==> src/rtl/spi_ram_burst.sv <==
// spi_ram_burst: command-driven word RAM with independent write and read
// pointers. Each accepted command word carries a 2-bit opcode and a payload:
//   00 load write pointer   01 write payload at write pointer
//   10 load read pointer    11 read word at read pointer into dout
// Reads have one cycle of latency and are held in dout under tx_valid/tx_ready
// flow control. Back-to-back reads run at full rate while the consumer keeps
// tx_ready high.
module spi_ram_burst #(
  parameter int DATA_W    = 8,
  parameter int ADDR_W    = 8,
  parameter int MEM_DEPTH = 2 ** ADDR_W,
  parameter int AUTO_INC  = 1
) (
  input  logic              clk,
  input  logic              rst_n,
  input  logic [DATA_W+1:0] din,
  input  logic              rx_valid,
  output logic              rx_ready,
  output logic [DATA_W-1:0] dout,
  output logic              tx_valid,
  input  logic              tx_ready,
  output logic [ADDR_W-1:0] wr_addr_o,
  output logic [ADDR_W-1:0] rd_addr_o
);

  // Width of a physical RAM index. The pointers are ADDR_W wide but are
  // always kept below MEM_DEPTH, so only the low IDX_W bits address memory.
  localparam int IDX_W = (MEM_DEPTH > 1) ? $clog2(MEM_DEPTH) : 1;
  localparam logic [ADDR_W-1:0] LAST_ADDR = ADDR_W'(MEM_DEPTH - 1);

  typedef enum logic [1:0] {
    OP_SET_WR = 2'b00,
    OP_WRITE  = 2'b01,
    OP_SET_RD = 2'b10,
    OP_READ   = 2'b11
  } opcode_e;

  // Storage is never reset; contents are undefined until written.
  logic [DATA_W-1:0] mem [MEM_DEPTH];

  logic [ADDR_W-1:0] wr_ptr_q, wr_ptr_d;
  logic [ADDR_W-1:0] rd_ptr_q, rd_ptr_d;
  logic              tx_valid_q, tx_valid_d;
  logic [DATA_W-1:0] dout_q;

  opcode_e           op;
  logic [DATA_W-1:0] payload;
  logic              accept;
  logic              wr_en;
  logic              rd_en;

  // A loaded address that lies beyond the memory wraps modulo its depth.
  function automatic logic [ADDR_W-1:0] wrap_load(input logic [ADDR_W-1:0] a);
    return ADDR_W'(int'({1'b0, a}) % MEM_DEPTH);
  endfunction

  // Post-increment that wraps from the last physical word back to zero,
  // which matters when MEM_DEPTH is smaller than 2**ADDR_W.
  function automatic logic [ADDR_W-1:0] next_addr(input logic [ADDR_W-1:0] a);
    return (a == LAST_ADDR) ? '0 : a + 1'b1;
  endfunction

  assign op       = opcode_e'(din[DATA_W+1:DATA_W]);
  assign payload  = din[DATA_W-1:0];

  // Ready whenever the output slot is empty or is being drained this cycle;
  // a stalled read therefore blocks every opcode, keeping command order.
  assign rx_ready = !tx_valid_q || tx_ready;
  assign accept   = rx_valid && rx_ready;

  // Decode the accepted command into pointer updates and RAM strobes.
  always_comb begin
    wr_ptr_d = wr_ptr_q;
    rd_ptr_d = rd_ptr_q;
    wr_en    = 1'b0;
    rd_en    = 1'b0;
    if (accept) begin
      case (op)
        OP_SET_WR: wr_ptr_d = wrap_load(payload[ADDR_W-1:0]);
        OP_WRITE: begin
          wr_en = 1'b1;
          if (AUTO_INC != 0) wr_ptr_d = next_addr(wr_ptr_q);
        end
        OP_SET_RD: rd_ptr_d = wrap_load(payload[ADDR_W-1:0]);
        OP_READ: begin
          rd_en = 1'b1;
          if (AUTO_INC != 0) rd_ptr_d = next_addr(rd_ptr_q);
        end
        default: ;
      endcase
    end
  end

  // Output slot: a new read refills it even while the old word is consumed;
  // otherwise a consumed word empties it.
  always_comb begin
    tx_valid_d = tx_valid_q;
    if (rd_en) begin
      tx_valid_d = 1'b1;
    end else if (tx_ready) begin
      tx_valid_d = 1'b0;
    end
  end

  // Pointer and handshake state.
  always_ff @(posedge clk) begin
    if (!rst_n) begin
      wr_ptr_q   <= '0;
      rd_ptr_q   <= '0;
      tx_valid_q <= 1'b0;
    end else begin
      wr_ptr_q   <= wr_ptr_d;
      rd_ptr_q   <= rd_ptr_d;
      tx_valid_q <= tx_valid_d;
    end
  end

  // RAM write port; commands seen while in reset must not touch memory.
  always_ff @(posedge clk) begin
    if (wr_en && rst_n) begin
      mem[wr_ptr_q[IDX_W-1:0]] <= payload;
    end
  end

  // Registered RAM read port feeding dout. A write and a read of the same
  // address can never share a cycle (one command per cycle), so a read that
  // follows a write always sees the freshly written word.
  always_ff @(posedge clk) begin
    if (!rst_n) begin
      dout_q <= '0;
    end else if (rd_en) begin
      dout_q <= mem[rd_ptr_q[IDX_W-1:0]];
    end
  end

  assign dout      = dout_q;
  assign tx_valid  = tx_valid_q;
  assign wr_addr_o = wr_ptr_q;
  assign rd_addr_o = rd_ptr_q;

endmodule

==> config.mk <==
export PLATFORM = sky130hd
export DESIGN_NAME = spi_ram_burst
export DESIGN_NICKNAME = d
export VERILOG_FILES = /design/src/rtl/spi_ram_burst.sv
export SDC_FILE = /design/constraint.sdc
export NUM_CORES = 2
export LEC_CHECK = 0
export ABC_AREA = 1
export ABC_CLOCK_PERIOD_IN_PS = 1900
export BUFFER_PORTS_ARGS = -buffer_cell sky130_fd_sc_hd__buf_2
export CAP_MARGIN = 10
export CORE_UTILIZATION = 52
export DETAILED_ROUTE_END_ITERATION = 10
export MAX_ROUTING_LAYER = met4
export PLACE_DENSITY = 0.7
export SYNTH_ARGS = -nofsm -noshare
export SYNTH_HDL_FRONTEND = slang
export SYNTH_SLANG_ARGS = --single-unit
==> constraint.sdc <==
create_clock -name clk -period 1.9 [get_ports clk]
set_clock_uncertainty 0.05 [all_clocks]
set_input_delay 0.095 -clock clk [delete_from_list [all_inputs] [get_ports clk]]
set_output_delay 0.095 -clock clk [all_outputs]
set_load 0.01 [all_outputs]
==> impl_metrics.yaml <==
final_layout:
  final_cell_mix: "2048 x edfxtp_1, 1484 x nand2_1, 1291 x nand3_1"
  layout_commonest_cell: "edfxtp_1"
  utilization_pct: 64.1
  nFillCells: 12193
  multiInputGateArea_um2: 22200
  drive_gt1_share_pct: 19.3
  syn_to_final_growth_pct: 22.3
  regArea_um2: 62000
  layout.nets: 8539
timing:
  fmax_mhz: 379
  hold_violations: 0
  worst_slack_ns: -0.737
  finalSetupViolations: 1778
  tightest_slew_ns: 0.585
  whs_ns: 0.0797
  relSlewSlack_pct: 60.8
  final_max_slew_viol_count: 0
  rsz0062_at_grt: "yes"
  finalCritPeriodShare_pct: 139
  finalCriticalPeriod_ns: 2.64
synth:
  synth_mux_area_share_pct: 0
  netlist_instances: 7839
  ys_warn_count: 0
  ys_seq_area_share_pct: 70.6
  ys_ff_latch: 2073
  yosysUniqueCellTypes: 34
  synthAdderAreaFrac_pct: 0.0713
  synth_top_family_by_area: "simple AND/OR/NAND/NOR gates"
  synthSimpleGateAreaFrac_pct: 19.3
  syn_avg_cell_area_um2: 11.2
  synth_compound_area_share_pct: 4.15
  synthXorXnorAreaFrac_pct: 0.00998
  synth-edff-count: 2048
  async_reset_ff_share_pct: 0
  syn-num-nets: 7858
  synth_area_um2: 87800
  synthFlopType: "edfxtp_1"
drt:
  vias_per_cell: 5.75
  vias: 62713
  wl_per_cell_um: 23.2
  drt_pass1_iterations: 8
  drt_iter0_markers: 8151
  wl_mm: 253
  final_antenna_net_count: 0
  drc_errors: 0
global_route:
  grtUsageTotal_pct: 30.3
  grt_pass1_wl_mm: 374
  grt_remaining_overflow: 0
  grt_max_degree: 88
  grt_pass1_vias: 60093
  antenna_found_initial: 5
cts:
  cts_buffers: 205
  cts_root_buf: "clkbuf_16"
  insertion_delay_ns: 0.82
  cts_max_path_buffers: 3
  cts_tree: "yes"
  clkSinkCount: 2073
  htreeDepth: 4
  clk_pin_slew_ns: 0.06
floorplanning:
  start_util_pct: 52.4
  design.die.area_um2: 170000
  ios: 40
  die_h_um: 413
  die_x_um: 413
  fp-row-count: 150
  core-area_um2: 167000
job:
  max_cap_violations: 0
worst_setup_path:
  path_max_fanout: 11
  crit_arrival_ns: 3.31
  cp.required_ns: 2.57
  start_kind: "flop"
  worstSetupEndpointType: "flop"
  crit_type: "flop to flop"
pwr:
  p_per_area_nw_per_um2: 935
  leakage_uw: 0.0410
  vdd_drop_max_mv: 1.00
placement:
  hpwl_mm: 158
  pre_cts_slack_ns: -0.973
  gp_congestion: 0.971
  numPortBuffers: 39
worst_hold_path:
  holdCritPathClass: "input port to flop"
run_status:
  outcome: "complete, but fails checks"
  violations: "negative setup slack"
## area by class of cell
type | instances | area share (%)
multi-input combinational | 4505 | 20.6
sequential | 2073 | 57.8
inverter | 776 | 2.75
clock buffer | 244 | 4.99
tap | 2204 | 2.57
clock inverter | 133 | 1.28
timing repair buffer | 959 | 9.97
antenna | 6 | 0.0140
## final timing paths
path / startpoint / endpoint / slack [ns] / cells past startpoint
worst max-delay path: rd_addr_o[0] / dout[1] / -0.74 / 14
worst min register to register: wr_addr_o[6] / wr_addr_o[6] / 0.52 / 2
worst max register to register: rd_addr_o[0] / dout[1] / -0.74 / 14
worst min-delay path: din[8] / rd_addr_o[4] / 0.08 / 6
## cells by family after synthesis
logic type,count (synthesis)
AO/OA/AOI/OAI,565
XOR/XNOR,1
adder cells (fa/ha/maj),5
buffers and inverters,1261
flip-flops,2073
AND/OR/NAND/NOR,3934
## what timing repair did
action | 4_1_cts | 5_1_grt
resized for setup | 281 | 319
buffers inserted | 23 | 6
cloned | 9 | 4
hold endpoints to repair | 2073 | 0
hold buffers | 16 | 0
endpoints found under the setup margin | 1637 | 2072
pin swaps | 17 | 13
## registers in the layout, indices dropped and copies added, names as in the netlist
name       cells
wr_addr_o      8
tx_valid       1
mem         2048
rd_addr_o      8
dout           8
## per-layer routing
metal | share of wire, % | global-route usage, % | vias to the layer above | wire length [um]
met3 | 10 | 4.96 | 551 | 26300
met1 | 39 | 40.9 | 30478 | 98000
li1 | - | - | 28243 | -
met5 | 0 | - | - | 0
met4 | 4.0 | 12.4 | 0 | 10200
met2 | 47 | 46.1 | 3441 | 118000
## synthesized netlist by cell type, types with 13 or more instances
library cell	instances	area [um2]
edfxtp_1	2048	61500
nand2_1	1488	5590
nand3_1	1345	6730
nor2_1	923	3460
inv_1	765	2870
o21ai_0	332	1660
clkbuf_1	205	769
buf_2	191	956
or2_2	137	857
o211ai_1	119	893
o211ai_2	59	738
buf_1	54	203
dfxtp_1	25	500
a21oi_1	23	115
buf_4	23	173
nor3_1	20	100
nand2_2	13	81.3
## where the power goes
group	switching [uW]	internal [uW]	total (uW)
Combinational	6080	3160	9230
Clock	17300	23500	40800
Sequential	71.1	50200	50300
Total	23500	76900	100000
## worst max-delay path, stage by stage (launching register included)
cell and delay, ns:
dfxtp_4 0.41, buf_12 0.18, bufbuf_16 0.30, buf_4 0.15
or2_2 0.29, nand3_1 0.10, nand3_1 0.13, nand3_1 0.11
nand3_1 0.11, nand3_4 0.14, nand3_1 0.13, nand3_4 0.16
nand3_1 0.12, nand2_1 0.10, inv_1 0.04
## metrics by stage
stage / instances / area [um2] / power (uW) / setup TNS, ns
detailed placement: 10460 / 97400 / 59800 / -99.51
finish: 10900 / 107000 / 100000 / -247.60
global route: 10898 / 107000 / 103000 / -361.91
global placement: 10460 / 97400 / 59700 / -69.35
floorplan: 7839 / 87800 / 55400 / -288.89
CTS: 10885 / 106000 / 100000 / -787.78
(Power assumes the default switching activity.)
